### src/rtl/mux8_rr_arbiter_pkg.sv
// Shared types and helpers for the 8-way round-robin mux arbiter.
//   N_REQ        number of requesters sharing the 8:1 datapath mux
//   SEL_W        width of the mux select {s2,s1,s0}
//   arb_state_t  arbiter FSM state
//   onehot8()    select index -> one-hot grant vector
package cpu_arb_pkg;

  localparam int N_REQ = 8;
  localparam int SEL_W = 3;

  typedef enum logic {
    IDLE  = 1'b0,
    GRANT = 1'b1
  } arb_state_t;

  function automatic logic [N_REQ-1:0] onehot8(input logic [SEL_W-1:0] idx);
    return {{(N_REQ-1){1'b0}}, 1'b1} << idx;
  endfunction

endpackage

### src/rtl/mux8_rr_arbiter_if.sv
// Handshake/bus bundle between the arbiter, its requesters and the consumer.
//   req          per-requester request (bit i -> mux input i)
//   gnt          one-hot grant, zero when idle
//   s2/s1/s0     mux select = index of the granted requester
//   out_valid    mux output carries granted data
//   out_ready    consumer accepts this cycle
//   timeout_err  one-cycle pulse on grant revocation by timeout
//   lock         burst hold, only with MUX8_ARB_LOCK_EN defined
// Modports: master = arbiter side, slave = requesters/consumer side.
interface mux8_rr_arbiter_if;
  import cpu_arb_pkg::*;

  logic [N_REQ-1:0] req;
  logic [N_REQ-1:0] gnt;
  logic             s2;
  logic             s1;
  logic             s0;
  logic             out_valid;
  logic             out_ready;
  logic             timeout_err;
`ifdef MUX8_ARB_LOCK_EN
  logic             lock;

  modport master (
    input  req, out_ready, lock,
    output gnt, s2, s1, s0, out_valid, timeout_err
  );
  modport slave (
    output req, out_ready, lock,
    input  gnt, s2, s1, s0, out_valid, timeout_err
  );
`else
  modport master (
    input  req, out_ready,
    output gnt, s2, s1, s0, out_valid, timeout_err
  );
  modport slave (
    output req, out_ready,
    input  gnt, s2, s1, s0, out_valid, timeout_err
  );
`endif

endinterface

### src/rtl/mux8_rr_arbiter_pick.sv
// rr_pick8: combinational rotating priority encoder.
// Finds the first set bit of req at or after ptr, wrapping 7 -> 0.
//   req  request vector
//   ptr  starting index of the search
//   any  at least one request set
//   idx  index of the winning request (don't-care when any = 0)
module rr_pick8
  import cpu_arb_pkg::*;
(
  input  logic [N_REQ-1:0] req,
  input  logic [SEL_W-1:0] ptr,
  output logic             any,
  output logic [SEL_W-1:0] idx
);

  logic [2*N_REQ-1:0] dbl;
  logic [N_REQ-1:0]   rot;
  logic [SEL_W-1:0]   off;

  // rot[k] == req[(ptr + k) mod 8]: rotating lets a plain lowest-bit
  // search implement the wrap-around priority.
  assign dbl = {req, req};
  assign rot = dbl[ptr +: N_REQ];

  always_comb begin
    off = '0;
    for (int i = N_REQ - 1; i >= 0; i--) begin
      if (rot[i]) off = SEL_W'(i);
    end
  end

  assign any = |rot;
  assign idx = ptr + off;

endmodule

### src/rtl/mux8_rr_arbiter.sv
// Round-robin arbiter sharing the 32-bit 8:1 datapath mux among 8 requesters.
// Drives the mux select, a one-hot grant and a valid/ready handshake to the
// downstream consumer; a grant timeout keeps a stalled consumer from hanging
// the datapath.
// Ports:
//   clk    system clock, rising edge
//   rst_n  asynchronous active-low reset
//   bus    mux8_rr_arbiter_if.master (req, gnt, s2/s1/s0, out_valid,
//          out_ready, timeout_err, and lock when enabled)
// Parameter:
//   TIMEOUT  grant cycles without out_ready before revocation (0 = never)
// Build option:
//   MUX8_ARB_LOCK_EN  adds the lock input; lock on an accept keeps the grant
//
// state | meaning
// ------+------------------------------------------------------------
// IDLE  | no grant; searching req from ptr
// GRANT | gnt/sel drive the mux, out_valid=1, waiting for out_ready
module mux8_rr_arbiter
  import cpu_arb_pkg::*;
#(
  parameter int TIMEOUT = 16
) (
  input logic               clk,
  input logic               rst_n,
  mux8_rr_arbiter_if.master bus
);

  localparam int CNT_W = (TIMEOUT > 2) ? $clog2(TIMEOUT) : 1;
  localparam logic [CNT_W-1:0] CNT_LAST = (TIMEOUT > 0) ? CNT_W'(TIMEOUT - 1) : '0;
  localparam logic TIMEOUT_ON = (TIMEOUT != 0);

  arb_state_t       state;
  logic [N_REQ-1:0] gnt_q;
  logic [SEL_W-1:0] sel_q;
  logic             valid_q;
  logic             err_q;
  logic [SEL_W-1:0] ptr_q;
  logic [CNT_W-1:0] cnt_q;

  logic             accept;
  logic             win_req;
  logic             lock_hold;
  logic             timeout_hit;
  logic [N_REQ-1:0] pick_req;
  logic [SEL_W-1:0] pick_ptr;
  logic             pick_any;
  logic [SEL_W-1:0] pick_idx;

  assign accept      = valid_q & bus.out_ready;
  assign win_req     = bus.req[sel_q];
  assign timeout_hit = TIMEOUT_ON && (cnt_q == CNT_LAST);

`ifdef MUX8_ARB_LOCK_EN
  // A lock without the winner's request is just a normal accept.
  assign lock_hold = bus.lock & win_req;
`else
  assign lock_hold = 1'b0;
`endif

  // One picker serves both cases: in IDLE it searches from ptr; on an accept
  // it searches from winner+1 (the ptr value being written this edge) with
  // the current winner masked so it cannot win twice in a row.
  assign pick_req = (state == GRANT) ? (bus.req & ~gnt_q) : bus.req;
  assign pick_ptr = (state == GRANT) ? (sel_q + 3'd1) : ptr_q;

  rr_pick8 u_pick (
    .req (pick_req),
    .ptr (pick_ptr),
    .any (pick_any),
    .idx (pick_idx)
  );

  always_ff @(posedge clk or negedge rst_n) begin
    if (!rst_n) begin
      state   <= IDLE;
      gnt_q   <= '0;
      sel_q   <= '0;
      valid_q <= 1'b0;
      err_q   <= 1'b0;
      ptr_q   <= '0;
      cnt_q   <= '0;
    end else begin
      err_q <= 1'b0;
      case (state)
        IDLE: begin
          if (pick_any) begin
            state   <= GRANT;
            gnt_q   <= onehot8(pick_idx);
            sel_q   <= pick_idx;
            valid_q <= 1'b1;
            cnt_q   <= '0;
          end
        end
        GRANT: begin
          if (accept) begin
            if (lock_hold) begin
              cnt_q <= '0;
            end else begin
              ptr_q <= sel_q + 3'd1;
              if (pick_any) begin
                gnt_q <= onehot8(pick_idx);
                sel_q <= pick_idx;
                cnt_q <= '0;
              end else begin
                // sel keeps its last value so the mux output stays quiet.
                state   <= IDLE;
                gnt_q   <= '0;
                valid_q <= 1'b0;
              end
            end
          end else if (!win_req) begin
            state   <= IDLE;
            gnt_q   <= '0;
            valid_q <= 1'b0;
            ptr_q   <= sel_q + 3'd1;
          end else if (timeout_hit) begin
            state   <= IDLE;
            gnt_q   <= '0;
            valid_q <= 1'b0;
            ptr_q   <= sel_q + 3'd1;
            err_q   <= 1'b1;
          end else begin
            cnt_q <= cnt_q + CNT_W'(1);
          end
        end
        default: begin
          state   <= IDLE;
          gnt_q   <= '0;
          valid_q <= 1'b0;
        end
      endcase
    end
  end

  assign bus.gnt                    = gnt_q;
  assign {bus.s2, bus.s1, bus.s0}   = sel_q;
  assign bus.out_valid              = valid_q;
  assign bus.timeout_err            = err_q;

endmodule

### src/flat_wrapper.sv
// flat-port wrapper written by rule: the top's interface ports become plain ports
module mux8_rr_arbiter_flat import cpu_arb_pkg::*;
#(
  parameter int TIMEOUT = 16
)
  (clk, rst_n, bus_req, bus_out_ready, bus_gnt, bus_s2, bus_s1, bus_s0, bus_out_valid, bus_timeout_err);
  mux8_rr_arbiter_if bus_i ();
  input logic clk;
  input logic rst_n;
  input wire logic [$bits(bus_i.req)-1:0] bus_req;
  input wire logic [$bits(bus_i.out_ready)-1:0] bus_out_ready;
  output wire logic [$bits(bus_i.gnt)-1:0] bus_gnt;
  output wire logic [$bits(bus_i.s2)-1:0] bus_s2;
  output wire logic [$bits(bus_i.s1)-1:0] bus_s1;
  output wire logic [$bits(bus_i.s0)-1:0] bus_s0;
  output wire logic [$bits(bus_i.out_valid)-1:0] bus_out_valid;
  output wire logic [$bits(bus_i.timeout_err)-1:0] bus_timeout_err;
  assign bus_i.req = bus_req;
  assign bus_i.out_ready = bus_out_ready;
  assign bus_gnt = bus_i.gnt;
  assign bus_s2 = bus_i.s2;
  assign bus_s1 = bus_i.s1;
  assign bus_s0 = bus_i.s0;
  assign bus_out_valid = bus_i.out_valid;
  assign bus_timeout_err = bus_i.timeout_err;
  mux8_rr_arbiter #(.TIMEOUT(TIMEOUT)) u_core (.clk(clk), .rst_n(rst_n), .bus(bus_i));
endmodule
### config.mk
export PLATFORM = sky130hd
export DESIGN_NAME = mux8_rr_arbiter_flat
export DESIGN_NICKNAME = d
export VERILOG_FILES = /design/src/rtl/mux8_rr_arbiter_pkg.sv /design/src/rtl/mux8_rr_arbiter_if.sv /design/src/rtl/mux8_rr_arbiter_pick.sv /design/src/rtl/mux8_rr_arbiter.sv /design/src/flat_wrapper.sv
export SDC_FILE = /design/constraint.sdc
export NUM_CORES = 1
export LEC_CHECK = 0
export ABC_CLOCK_PERIOD_IN_PS = 4620
export CAP_MARGIN = 20
export CORE_ASPECT_RATIO = 2
export CORE_MARGIN = 3
export CORE_UTILIZATION = 58
export CTS_BUF_LIST = sky130_fd_sc_hd__clkbuf_8
export DETAILED_ROUTE_END_ITERATION = 16
export PLACE_DENSITY_LB_ADDON = 0.15
export SETUP_SLACK_MARGIN = 0.2
export SYNTH_ARGS = -nofsm -noshare
export SYNTH_HDL_FRONTEND = slang
export SYNTH_SLANG_ARGS = --single-unit
export TNS_END_PERCENT = 100
### constraint.sdc
create_clock -name clk -period 4.62 [get_ports clk]
set_input_delay 0.924 -clock clk [delete_from_list [all_inputs] [get_ports clk]]
set_output_delay 0.924 -clock clk [all_outputs]
set_load 0.005 [all_outputs]
==> impl_results.md <==
- Inserted Clock Buffers: 3
- M1 GR Usage: 0.375
- Warnings, synthesis: 0
- Sink Count: 21
- Core area: 3270 sq um
- R2R cell count: 15
- Seq cells post-synth: 21
- Grt peak-use layer: met2
- Crit. path cell count: 15
- Die width: about 48 microns
- Ranking of synthesized cells by area: dfrtp_1, nand3_1, a21oi_1
- CP bufs+invs: 2
- Cell area after synthesis: around 2000 sq um
- Grt total ovfl: 0
- Max Clk Rate: approximately 0.24 GHz
- Synth cell types: 64
- Initial DRC count: 86
- Setup violators final: 0
- H-tree depth: 1
- CP Data Arrival Time: between 4 and 5 ns
- Syn Area/Cell: 8.48 sq um
- Slew @ Worst Pin: 0.958 ns
- Fin nets: ~280
- Row Count: 29
- Synth-to-layout area growth: 17.1%
- HP Class: register to register
- Tot GR Track Use: 0.331
- Most used DFF post-synth: dfrtp_1
- CTS tree: done
- Leading area contributor after synthesis: dfrtp_1
- Met3 GRT Util: 0.0900
- Kind of critical path: input pin to register
- FILL cells: 250
- Hold depth: 2
- Crit-path max cell delay: 0.51 ns
- Worst-path cell chain: clkdlybuf4s50_1, a21boi_1, nand3_1, o21ai_0, nor2_1, a2111oi_1, a311oi_2, ha_1, inv_1, fa_1, nor3b_1, nand2_1, a21oi_1, nand3_1, nand3_1
- Vias: between 2000 and 2500
- Startpoint Class: input pin
- First-pass GRT wire length: about 10000 microns
- Max Cap Viol: 0
- Layout cells sized above 1: 0.186
- Post-synthesis cell count: approximately 240
- CTS clk-pin slew, worst paths: approximately 0.080 ns
- Clk_lat worst skew: ~0.27 ns
- Diodes inserted: 0
- Vias in the first global route: 2048
- Delay-heaviest family, CP: compound AO/OA/AOI/OAI gates
- Die area: between 4000 and 5000 sq um
- Post-synthesis net count: ~260
- Minimum clock period: 4.18 ns
- Largest net degree at the start of global routing: 22
- Endpoint type of the worst setup path: register
- Clock Tree Buf Depth: 2
- Crit-path most repeated cell: nand3_1
- Status: finished, final reports clean
- Placed cell area: between 2000 and 2500 sq um
- Asr flop ratio synth: 1.00
- RSZ-0062 raised after global routing: yes
- DRC viols: 0
- Tcrit/Tclk final: 0.905
- Final Hold Viols: 0
- Wire per inst: approximately 23 microns
- Boundary Pins: 24
- Dpl ws: 0.0693 ns
- CP required: 4.83 ns
- Worst Skew: between 0.005 and 0.006 ns
- Fin. max-slew vios: 0
- Final Wtd Congestion: between 1 and 1.5
- Final setup margin: roughly 0.44 ns
- DRT Wirelength: around 6700 microns
- Max_slew headroom: 0.359
- DPL Wire Length: about 5100 microns
- Worst-path maximum fanout: 6
- EDFF count, synth: 0
- Port bufs: 23
- CTS Hold Buffers Added: 0
- Synth top area share: 0.257
- Initial antenna violation count: 0
- Chip height: 90.0 microns
- Vias/cell: 7.39
- Seq/Total Area, Yosys: 0.257
- Slowest cell on the critical path: clkdlybuf4s50_1
- Final ANT Viol Nets: 0
- DRT Pass-1 Iters: 5
- CTS root buffer: clkbuf_8
- Initial core utilization: 0.626
- GR met2 Demand/Resource: 0.522
- Fin area: roughly 2400 sq um
- Setup_tns: 0 ns
==> logic make-up after synthesis <==
logic type / share of synthesized area
AOI/OAI and AO/OA: 0.360
and+or+nand+nor: 0.241
DFF: 0.257
buffers and inverters: 0.0434
muxes: 0.0575
adders and majority gates: 0.0282
xor gates and xnor gates: 0.0129
==> metrics by stage <==
step                      hold WS (ns)  instances  utilization
after floorplan                  0.451        241            -
after global placement           0.466        290        0.702
after detailed placement         0.473        290        0.702
after CTS                        0.492        294        0.716
after global routing             0.515        294        0.733
final                            0.488        294        0.733
==> cell usage in the layout, fill, tap and decap left out, types with 4 or more instances in the layout <==
cell type        instances
a31oi_1                  5
a21boi_2                 4
nor3_1                   8
buf_4                    6
o211ai_1                12
o21ai_2                  5
o21ai_0                 18
a21oi_1                 19
nand2_1                 24
nand3_1                 26
dfrtp_1                 21
nor2_1                   6
clkdlybuf4s50_1         23
inv_1                    5
==> final cells by class <==
type / instances / area, sq um / area share
tap: 31 / 38.8 / 0.0162
clock buffer: 3 / 41.3 / 0.0172
inverter: 6 / 22.5 / 0.00940
clock inverter: 1 / 5.00 / 0.00209
sequential: 21 / 526 / 0.219
timing repair buffer: 29 / 275 / 0.115
multi-input combinational: 203 / 1490 / 0.621
==> timing repair <==
action / CTS / global route
gates resized for setup: 0 / 12
hold endpoints to repair: 0 / 0
setup buffers: 0 / 0
setup endpoints to repair: 0 / 9
==> final timing paths <==
kind / end / slack, ns / startpoint
worst max-delay path: u_core.bus.gnt[7]$_DFFE_PN0P_ / 0.44 / bus_req[4]
worst min-delay path: u_core.ptr_q[2]$_DFFE_PN0P_ / 0.49 / u_core.ptr_q[2]$_DFFE_PN0P_
worst max register to register: u_core.bus.gnt[7]$_DFFE_PN0P_ / 0.64 / u_core.state$_DFF_PN0_
worst min register to register: u_core.ptr_q[2]$_DFFE_PN0P_ / 0.49 / u_core.ptr_q[2]$_DFFE_PN0P_
max in group asynchronous: u_core.sel_q[0]$_DFFE_PN0P_ / 2.86 / rst_n
min in group asynchronous: u_core.bus.gnt[5]$_DFFE_PN0P_ / 1.18 / rst_n
==> synthesized netlist by cell type, types with 4 or more instances <==
library cell / instances
nand3_1: 26
a21oi_1: 20
nand2_1: 24
clkbuf_1: 5
o21ai_0: 18
o21ai_2: 4
nor3_1: 9
o211ai_1: 12
nor2_1: 6
a21boi_1: 5
dfrtp_1: 21
inv_1: 5
a31oi_1: 5
==> layer usage <==
| metal | wire length, microns | share of wire | vias to the layer above |
|---|---|---|---|
| met3 | 338 | 0.051 | 35 |
| met4 | 425 | 0.064 | 0 |
| met1 | 2410 | 0.36 | 1066 |
| met2 | 3510 | 0.53 | 96 |
| li1 | - | - | 975 |
| met5 | 0 | 0 | - |
==> worst register-to-register path: cells and delay by family, from the launching register on <==
| family | cells | cell delay, ns |
|---|---|---|
| buffers and inverters | 3 | 0.78 |
| and+or+nand+nor | 5 | 0.78 |
| adders and majority gates | 2 | 0.71 |
| AOI/OAI and AO/OA | 4 | 0.65 |
| muxes | 1 | 0.52 |
| DFF | 1 | 0.48 |
==> sequential cells by signal, indices dropped and copies added (netlist names) <==
name,cells
u_core.state,1
u_core.cnt_q,4
u_core.sel_q,3
u_core.bus.timeout_err,1
u_core.bus.out_valid,1
u_core.bus.gnt,8
u_core.ptr_q,3
Power is not shown: default switching activity piles up to over one toggle a cycle in this logic, so the estimate is an artifact.
